## src/rtl/loader_pkg.sv

```systemverilog
// Shared types and constants for the program loader.
// Defines the FSM state set (CSUM only with LOADER_CHECKSUM_EN).
package loader_pkg;

    localparam int BYTE_W = 8;
    localparam int WORD_W = 32;

`ifdef LOADER_CHECKSUM_EN
    typedef enum logic [2:0] {
        ST_LOAD,
        ST_WRITE,
        ST_DONE,
        ST_ERR,
        ST_CSUM
    } state_t;
`else
    typedef enum logic [1:0] {
        ST_LOAD,
        ST_WRITE,
        ST_DONE,
        ST_ERR
    } state_t;
`endif

    function automatic logic [WORD_W-1:0] push_byte(
        input logic [WORD_W-1:0] w,
        input logic [BYTE_W-1:0] b
    );
        return {w[WORD_W-BYTE_W-1:0], b};
    endfunction

endpackage

```

## src/rtl/loader_shift.sv

```systemverilog
// Big-endian byte-to-word shift register with 2-bit byte counter.
// Ports: clk, rst_n, clr, shift, byte_in -> word, cnt.
module loader_shift
    import loader_pkg::*;
(
    input  logic              clk,
    input  logic              rst_n,
    input  logic              clr,
    input  logic              shift,
    input  logic [BYTE_W-1:0] byte_in,
    output logic [WORD_W-1:0] word,
    output logic [1:0]        cnt
);

    always_ff @(posedge clk or negedge rst_n) begin
        if (!rst_n) begin
            word <= '0;
            cnt  <= '0;
        end else if (clr) begin
            word <= '0;
            cnt  <= '0;
        end else if (shift) begin
            word <= push_byte(word, byte_in);
            cnt  <= cnt + 2'd1;
        end
    end

endmodule

```

## src/rtl/prog_loader.sv

```systemverilog
// Streams program bytes into instruction memory, holds CPU in reset.
// Ports: s_valid/s_data/s_last/s_ready in, start, mem_we/addr/wdata,
// cpu_rst, done, err, word_cnt. Option: LOADER_CHECKSUM_EN.
module prog_loader
    import loader_pkg::*;
#(
    parameter int ADDR_W = 8
) (
    input  logic              clk,
    input  logic              rst_n,
    input  logic              s_valid,
    input  logic [BYTE_W-1:0] s_data,
    input  logic              s_last,
    output logic              s_ready,
    input  logic              start,
    output logic              mem_we,
    output logic [ADDR_W-1:0] mem_addr,
    output logic [WORD_W-1:0] mem_wdata,
    output logic              cpu_rst,
    output logic              done,
    output logic              err,
    output logic [ADDR_W:0]   word_cnt
);

    localparam logic [ADDR_W-1:0] ADDR_MAX = '1;

    state_t            state;
    state_t            state_nx;
    logic              armed;
    logic              last_q;
    logic              clr;
    logic              shift;
    logic [WORD_W-1:0] word;
    logic [1:0]        cnt;
`ifdef LOADER_CHECKSUM_EN
    logic [WORD_W-1:0] xor_acc;
`endif

    assign shift     = s_valid & s_ready;
    assign mem_wdata = word;
    assign done      = (state == ST_DONE);
    assign err       = (state == ST_ERR);
    assign cpu_rst   = (state != ST_DONE);

    loader_shift u_shift (
        .clk     (clk),
        .rst_n   (rst_n),
        .clr     (clr),
        .shift   (shift),
        .byte_in (s_data),
        .word    (word),
        .cnt     (cnt)
    );

    // Keeps s_ready low until the first edge after reset release.
    always_ff @(posedge clk or negedge rst_n) begin
        if (!rst_n) armed <= 1'b0;
        else        armed <= 1'b1;
    end

    always_ff @(posedge clk or negedge rst_n) begin
        if (!rst_n) state <= ST_LOAD;
        else        state <= state_nx;
    end

    always_comb begin
        state_nx = state;
        s_ready  = 1'b0;
        mem_we   = 1'b0;
        clr      = 1'b0;
        unique case (state)
            ST_LOAD: begin
                s_ready = armed;
                if (armed && s_valid) begin
                    if (cnt == 2'd3)
                        state_nx = ST_WRITE;
                    else if (s_last)
                        state_nx = ST_ERR;
                end
            end
            ST_WRITE: begin
                mem_we = 1'b1;
                if (last_q)
`ifdef LOADER_CHECKSUM_EN
                    state_nx = ST_CSUM;
`else
                    state_nx = ST_DONE;
`endif
                else if (mem_addr == ADDR_MAX)
                    state_nx = ST_ERR;
                else
                    state_nx = ST_LOAD;
            end
`ifdef LOADER_CHECKSUM_EN
            ST_CSUM: begin
                s_ready = 1'b1;
                if (s_valid && cnt == 2'd3) begin
                    if (push_byte(word, s_data) == xor_acc)
                        state_nx = ST_DONE;
                    else
                        state_nx = ST_ERR;
                end
            end
`endif
            ST_DONE, ST_ERR: begin
                if (start) begin
                    state_nx = ST_LOAD;
                    clr      = 1'b1;
                end
            end
            default: state_nx = ST_LOAD;
        endcase
    end

    // Address saturates at the top word; overflow is flagged by the FSM.
    always_ff @(posedge clk or negedge rst_n) begin
        if (!rst_n) begin
            mem_addr <= '0;
            word_cnt <= '0;
            last_q   <= 1'b0;
`ifdef LOADER_CHECKSUM_EN
            xor_acc  <= '0;
`endif
        end else if (clr) begin
            mem_addr <= '0;
            word_cnt <= '0;
            last_q   <= 1'b0;
`ifdef LOADER_CHECKSUM_EN
            xor_acc  <= '0;
`endif
        end else begin
            if (state == ST_LOAD && shift && cnt == 2'd3)
                last_q <= s_last;
            if (mem_we) begin
                word_cnt <= word_cnt + (ADDR_W+1)'(1);
                if (mem_addr != ADDR_MAX)
                    mem_addr <= mem_addr + ADDR_W'(1);
`ifdef LOADER_CHECKSUM_EN
                xor_acc <= xor_acc ^ word;
`endif
            end
        end
    end

endmodule

```

## config.mk

```make
export PLATFORM = sky130hd
export DESIGN_NAME = prog_loader
export DESIGN_NICKNAME = d
export VERILOG_FILES = /design/src/rtl/loader_pkg.sv /design/src/rtl/loader_shift.sv /design/src/rtl/prog_loader.sv
export SDC_FILE = /design/constraint.sdc
export NUM_CORES = 1
export LEC_CHECK = 0
export BUFFER_PORTS_ARGS = -buffer_cell sky130_fd_sc_hd__buf_2
export CAP_MARGIN = 10
export CORE_ASPECT_RATIO = 0.7
export CORE_MARGIN = 2
export CORE_UTILIZATION = 52
export CTS_CLUSTER_SIZE = 20
export DETAILED_ROUTE_END_ITERATION = 7
export GPL_TIMING_DRIVEN = 0
export PLACE_DENSITY_LB_ADDON = 0.25
export SETUP_SLACK_MARGIN = 0.2
export SYNTH_ARGS = -nofsm -noshare
export SYNTH_HDL_FRONTEND = slang
export SYNTH_SLANG_ARGS = --single-unit
```

## constraint.sdc

```tcl
create_clock -name clk -period 1.65 [get_ports clk]
set_input_delay 0.2475 -clock clk [delete_from_list [all_inputs] [get_ports clk]]
set_output_delay 0.2475 -clock clk [all_outputs]
set_load 0.005 [all_outputs]
```

; Word-level counts from Yosys, hierarchy flattened
; Cells that the tools add are included.
; W data, S select, Z words.
[classes]
eq_ne = 10
bitwise = 1
addsub = 3
magnitude_cmp = 0
multipliers = 0
reduce_logical = 11
n_mux = 22
shift = 0
n_div = 0
[ops]
columns = op, count
row1 = $mux W32, 2
row2 = $mux W8, 3
row3 = $mux W9, 2
row4 = $mux W2, 8
row5 = $add A9 B1 Y9 const B, 1
row6 = $add A8 B1 Y8 const B, 1
row7 = $eq A8 B8 Y1 const B, 1
row8 = $ne A8 B8 Y1 const B, 1
row9 = $reduce_bool A2 Y1, 4
row10 = $eq A2 B2 Y1 const B, 3
row11 = $mux W1, 6
row12 = $ne A2 B2 Y1 const B, 3
row13 = $pmux W2 S3, 1
row14 = $logic_and A1 B1 Y1, 3
row15 = $ne A3 B3 Y1 const B, 1
row16 = $reduce_and A3 Y1, 1
row17 = $add A2 B1 Y2 const B, 1
row18 = $eq A2 B1 Y1 const B, 1
row19 = $logic_not A2 Y1, 1
row20 = $reduce_and A2 Y1, 1
row21 = $reduce_or A2 Y1, 1
row22 = $and A1 B1 Y1, 1
[word_totals]
memories = 0
ram_bits = 0
word_cells = 54
latchBits = 0
romBits = 0
register_bits = 55
output_inout_bits = 54
input_bits = 13

; Logic depth before layout (Yosys ltp)
[logic_depth]
ltp_word = 7
ltp_mapped = 8
ltp_nobuf = 5

; By module
; A second synthesis with hierarchy kept.
[hier_totals]
hier_cells = 228
area_unflattened_um2 = 2577.5
[modules_own_cells]
columns = mod, instances, area_each_um2, seq_area_each_um2, cells_per_inst
row1 = loader_shift, 1, 1425.1, 850.8, 111
row2 = prog_loader, 1, 1152.4, 525.5, 117

; Least setup slack after synthesis
; No wires, ideal clock.
[synth_path]
path_type = register -> register
from = register mem_addr[0]
to = register mem_addr[1]
stages_incl_launch_ff = 6
required_ps = 1530
setup_slack_ps = 226
setup_time_ps = 120
arrival_ps = 1304
path_buffers = 0
cell_sequence = dfrtp_1 ha_1 and3_1 nand3_1 and3_1 a31o_2
[synth_between]
elab_chain_cells = 4
word_cells_on_any_way = 7
[synth_rtl]
columns = item, line
row1 = "start, declared", prog_loader.sv:17  ; output logic [ADDR_W-1:0] mem_addr,
row2 = "start signal, assigned", prog_loader.sv:137  ; mem_addr <= mem_addr + ADDR_W'(1);
row3 = $add A8 B1 Y8, prog_loader.sv:137
row4 = $mux W8, prog_loader.sv:136  ; if (mem_addr != ADDR_MAX)
row5 = $mux W8, prog_loader.sv:134  ; if (mem_we) begin
row6 = $mux W8, prog_loader.sv:124  ; end else if (clr) begin
; Parallel ways exist; a longest one is shown, timed or not. The select of a mux whose other input is x is not followed.
; A chain may end at the register's enable or synchronous reset.

; Worst setup path in the final report
[layout_path]
from = register state[1]
to = output port mem_we
[layout_between]
elab_chain_cells = 2
[layout_rtl]
columns = item, line
row1 = "start, declared", prog_loader.sv:27  ; state_t state;
row2 = "start signal, assigned", prog_loader.sv:63  ; else state <= state_nx;
row3 = $eq A2 B1 Y1, prog_loader.sv:71  ; unique case (state)
row4 = $mux W1, prog_loader.sv:71
row5 = "end, declared", prog_loader.sv:16  ; output logic mem_we,
; No other way between the ends.

==> impl_metrics.json <==
{
  "dp_cells": 384,
  "die_h_um": 61.7,
  "drt.antenna.violating_nets": 0,
  "reg2reg_from": "state[0]",
  "ys_ff_latch": 55,
  "fmax_mhz": 635,
  "synth_fa_ha_area_share_pct": 1.52,
  "grt_first_pass_wirelength_mm": 9.92,
  "hpwl_mm": 3.98,
  "ys_types": 42,
  "yosysWarnings": 0,
  "power.leakage_nw": 1.72,
  "core_um2": 4450,
  "hp-class": "in -> reg",
  "start_util_pct": 55.4,
  "syn-cell-area_um2": 2470,
  "fin_crit_sh_pct": 95.4,
  "status": "finished, final reports clean",
  "cts_tree": "yes",
  "min_to": "u_shift.word[0]",
  "worstRegToRegCells": 7,
  "power_density_nw_per_um2": 1540,
  "clk_pin_slew_ns": 0.10,
  "netlist.area_leader.share_pct": 55.7,
  "r2r-end": "u_shift.word[27]",
  "ir_worst_vdd_uv": 863,
  "crit_required_ns": 1.40,
  "drt_first_pass_iters": 5,
  "critPathLaunch": "state[1]",
  "grt_pass1_vias": 2062,
  "yosysTopAreaCell": "dfrtp_1",
  "ctsLongestPathBuffers": 2,
  "totalWireLength_mm": 6.44,
  "hold_viol_final": 0,
  "path_max_fanout": 6,
  "drt_iter0_markers": 125,
  "synth_compound_area_share_pct": 13.9,
  "crit_type": "reg -> out",
  "die_w_um": 86.4,
  "syn-num-nets": 279,
  "io_pins": 67,
  "drc": 0,
  "synth_top_family_by_area": "simple AND/OR/NAND/NOR gates",
  "areaGrowthSynthToFinish_pct": 35.6,
  "cts_sinks": 55,
  "arrival_ns": 1.33,
  "finalSetupViolCount": 0,
  "cap_violations": 0,
  "yosys-mux-area-fraction_pct": 0.811,
  "cp-start-kind": "register",
  "routedWlPerCell_um": 15.7,
  "avgSynthCellArea_um2": 9.39,
  "cts-root-buf": "clkbuf_8",
  "ys_top_cells_by_count": "nand2_1, dfrtp_1, o21ai_0",
  "min_from": "s_data[0]",
  "clock_skew_ns": 0.0104,
  "grt_max_degree": 56,
  "nets": 369,
  "syn_inst": 263,
  "reg2reg_setup_slack_ns": 0.13,
  "dieArea_um2": 5330,
  "fillers": 325,
  "diodes": 0,
  "synth_edf_count": 0,
  "total_power_mw": 5.15,
  "gp_congestion": 0.832,
  "critPathCaptureType": "output port",
  "rows": 20,
  "grt_setup_unrepaired": "true",
  "avgViaCountPerCell": 5.53,
  "fin_crit_ns": 1.57,
  "final_cells": 409,
  "register_area_um2": 1380,
  "synth-simple-area-share_pct": 22.3,
  "yosysMostFrequentCell": "nand2_1",
  "multi_input_area_um2": 1090,
  "synth_xor_area_share_pct": 0.709,
  "ys_top_cells_by_area": "dfrtp_1, nand2_1, o21ai_0",
  "tns_ns": 0,
  "drive_above_1_share_pct": 39.3,
  "min_path_cells": 3,
  "grt_antenna_before_repair": 0,
  "async_flop_share_pct": 100,
  "htreeDepth": 2,
  "clkLatencyLatePin_ns": 0.32,
  "grt.total_usage_pct": 24.7,
  "report.final.slew_viol_count": 0,
  "port_buffers": 66,
  "ys_seq_area_share_pct": 55.7,
  "vias": 2261,
  "cts_made_buffers": 5,
  "grt-ovfl-total": 0,
  "synth_flop_cell": "dfrtp_1"
}
[what timing repair did]
item                       in CTS  in global routing
setup endpoints to repair      49                 58
setup buffers                  10                  3
hold buffers                    0                  1
resized for setup              39                 42
pin swaps                      11                 10
hold endpoints to repair        0                 12
cloned                          2                  0
[cell type report]
cell class | count | share of cell area (%)
tap | 55 | 2.06
clock buffer | 6 | 2.17
buffer | 17 | 4.56
inverter | 3 | 0.561
clock inverter | 2 | 1.79
multi-input combinational | 188 | 32.5
sequential | 55 | 41.1
timing repair buffer | 83 | 15.2
[worst max-delay path, cell delays in order, from the launching register on]
cell      delay (ns)
dfrtp_1         0.39
buf_6           0.13
nand2b_4        0.14
buf_8           0.13
inv_8           0.05
buf_8           0.09
buf_6           0.08
[where the power goes]
group | total [mW] | leakage (nW) | switching [mW] | internal (mW)
logic | 2.03 | 0.910 | 1.03 | 1.00
registers | 2.07 | 0.746 | 0.343 | 1.73
clock network | 1.05 | 0.0654 | 0.443 | 0.607
total | 5.15 | 1.72 | 1.82 | 3.33
[how the worst max path moves through the flow]
stage / cells after the start / slack (ns) / to
floorplan: 5 / 0.23 / mem_addr[1]
global placement: 5 / 0.09 / mem_addr[1]
detailed placement: 5 / 0.05 / mem_addr[1]
CTS: 6 / 0.08 / mem_we
global route: 6 / 0.03 / mem_we
finish: 6 / 0.08 / mem_we
[routing by layer]
layer,GRT usage [%],vias up,wire (um)
met5,0,-,0
met4,8.93,0,112
met3,4.83,13,433
met2,37.9,89,2900
met1,35.6,1071,2990
li1,-,1088,-
[state kept, by name (all words and copies together) (netlist names)]
register / flops
u_shift.cnt: 2
word_cnt: 9
state: 2
armed: 1
last_q: 1
u_shift.word: 32
mem_addr: 8
[placed cells by master, fill, tap and decap left out, types with 5 or more instances in the layout]
cell,count
nand2_1,73
buf_2,65
dfrtp_1,55
o21ai_0,26
buf_4,13
o21ai_1,12
buf_6,10
nand2_2,6
o21ai_2,6
clkbuf_2,5
a21oi_1,5
clkbuf_8,5
[per-stage QoR]
step / setup slack [ns] / util (%) / instance area [um^2] / hold slack, ns
2_1_floorplan: 0.226 / - / 2470 / -0.0481
3_3_place_gp: 0.0920 / 64.4 / 2870 / 0.447
3_5_place_dp: 0.0503 / 64.4 / 2870 / 0.453
4_1_cts: 0.0804 / 71.1 / 3170 / 0.130
5_1_grt: 0.0296 / 75.2 / 3350 / 0.132
6_report: 0.0761 / 75.2 / 3350 / 0.137
[cell families (layout without fill, tap and decap cells)]
kind of cell    Yosys count  after routing
buf+inv                  20            111
flops                    55             55
xor+xnor                  2              2
compound gates           62             62
mux                       2              2
other cells               1              1
simple gates            118            118
fa+ha+maj                 3              3
(Power assumes the default switching activity.)
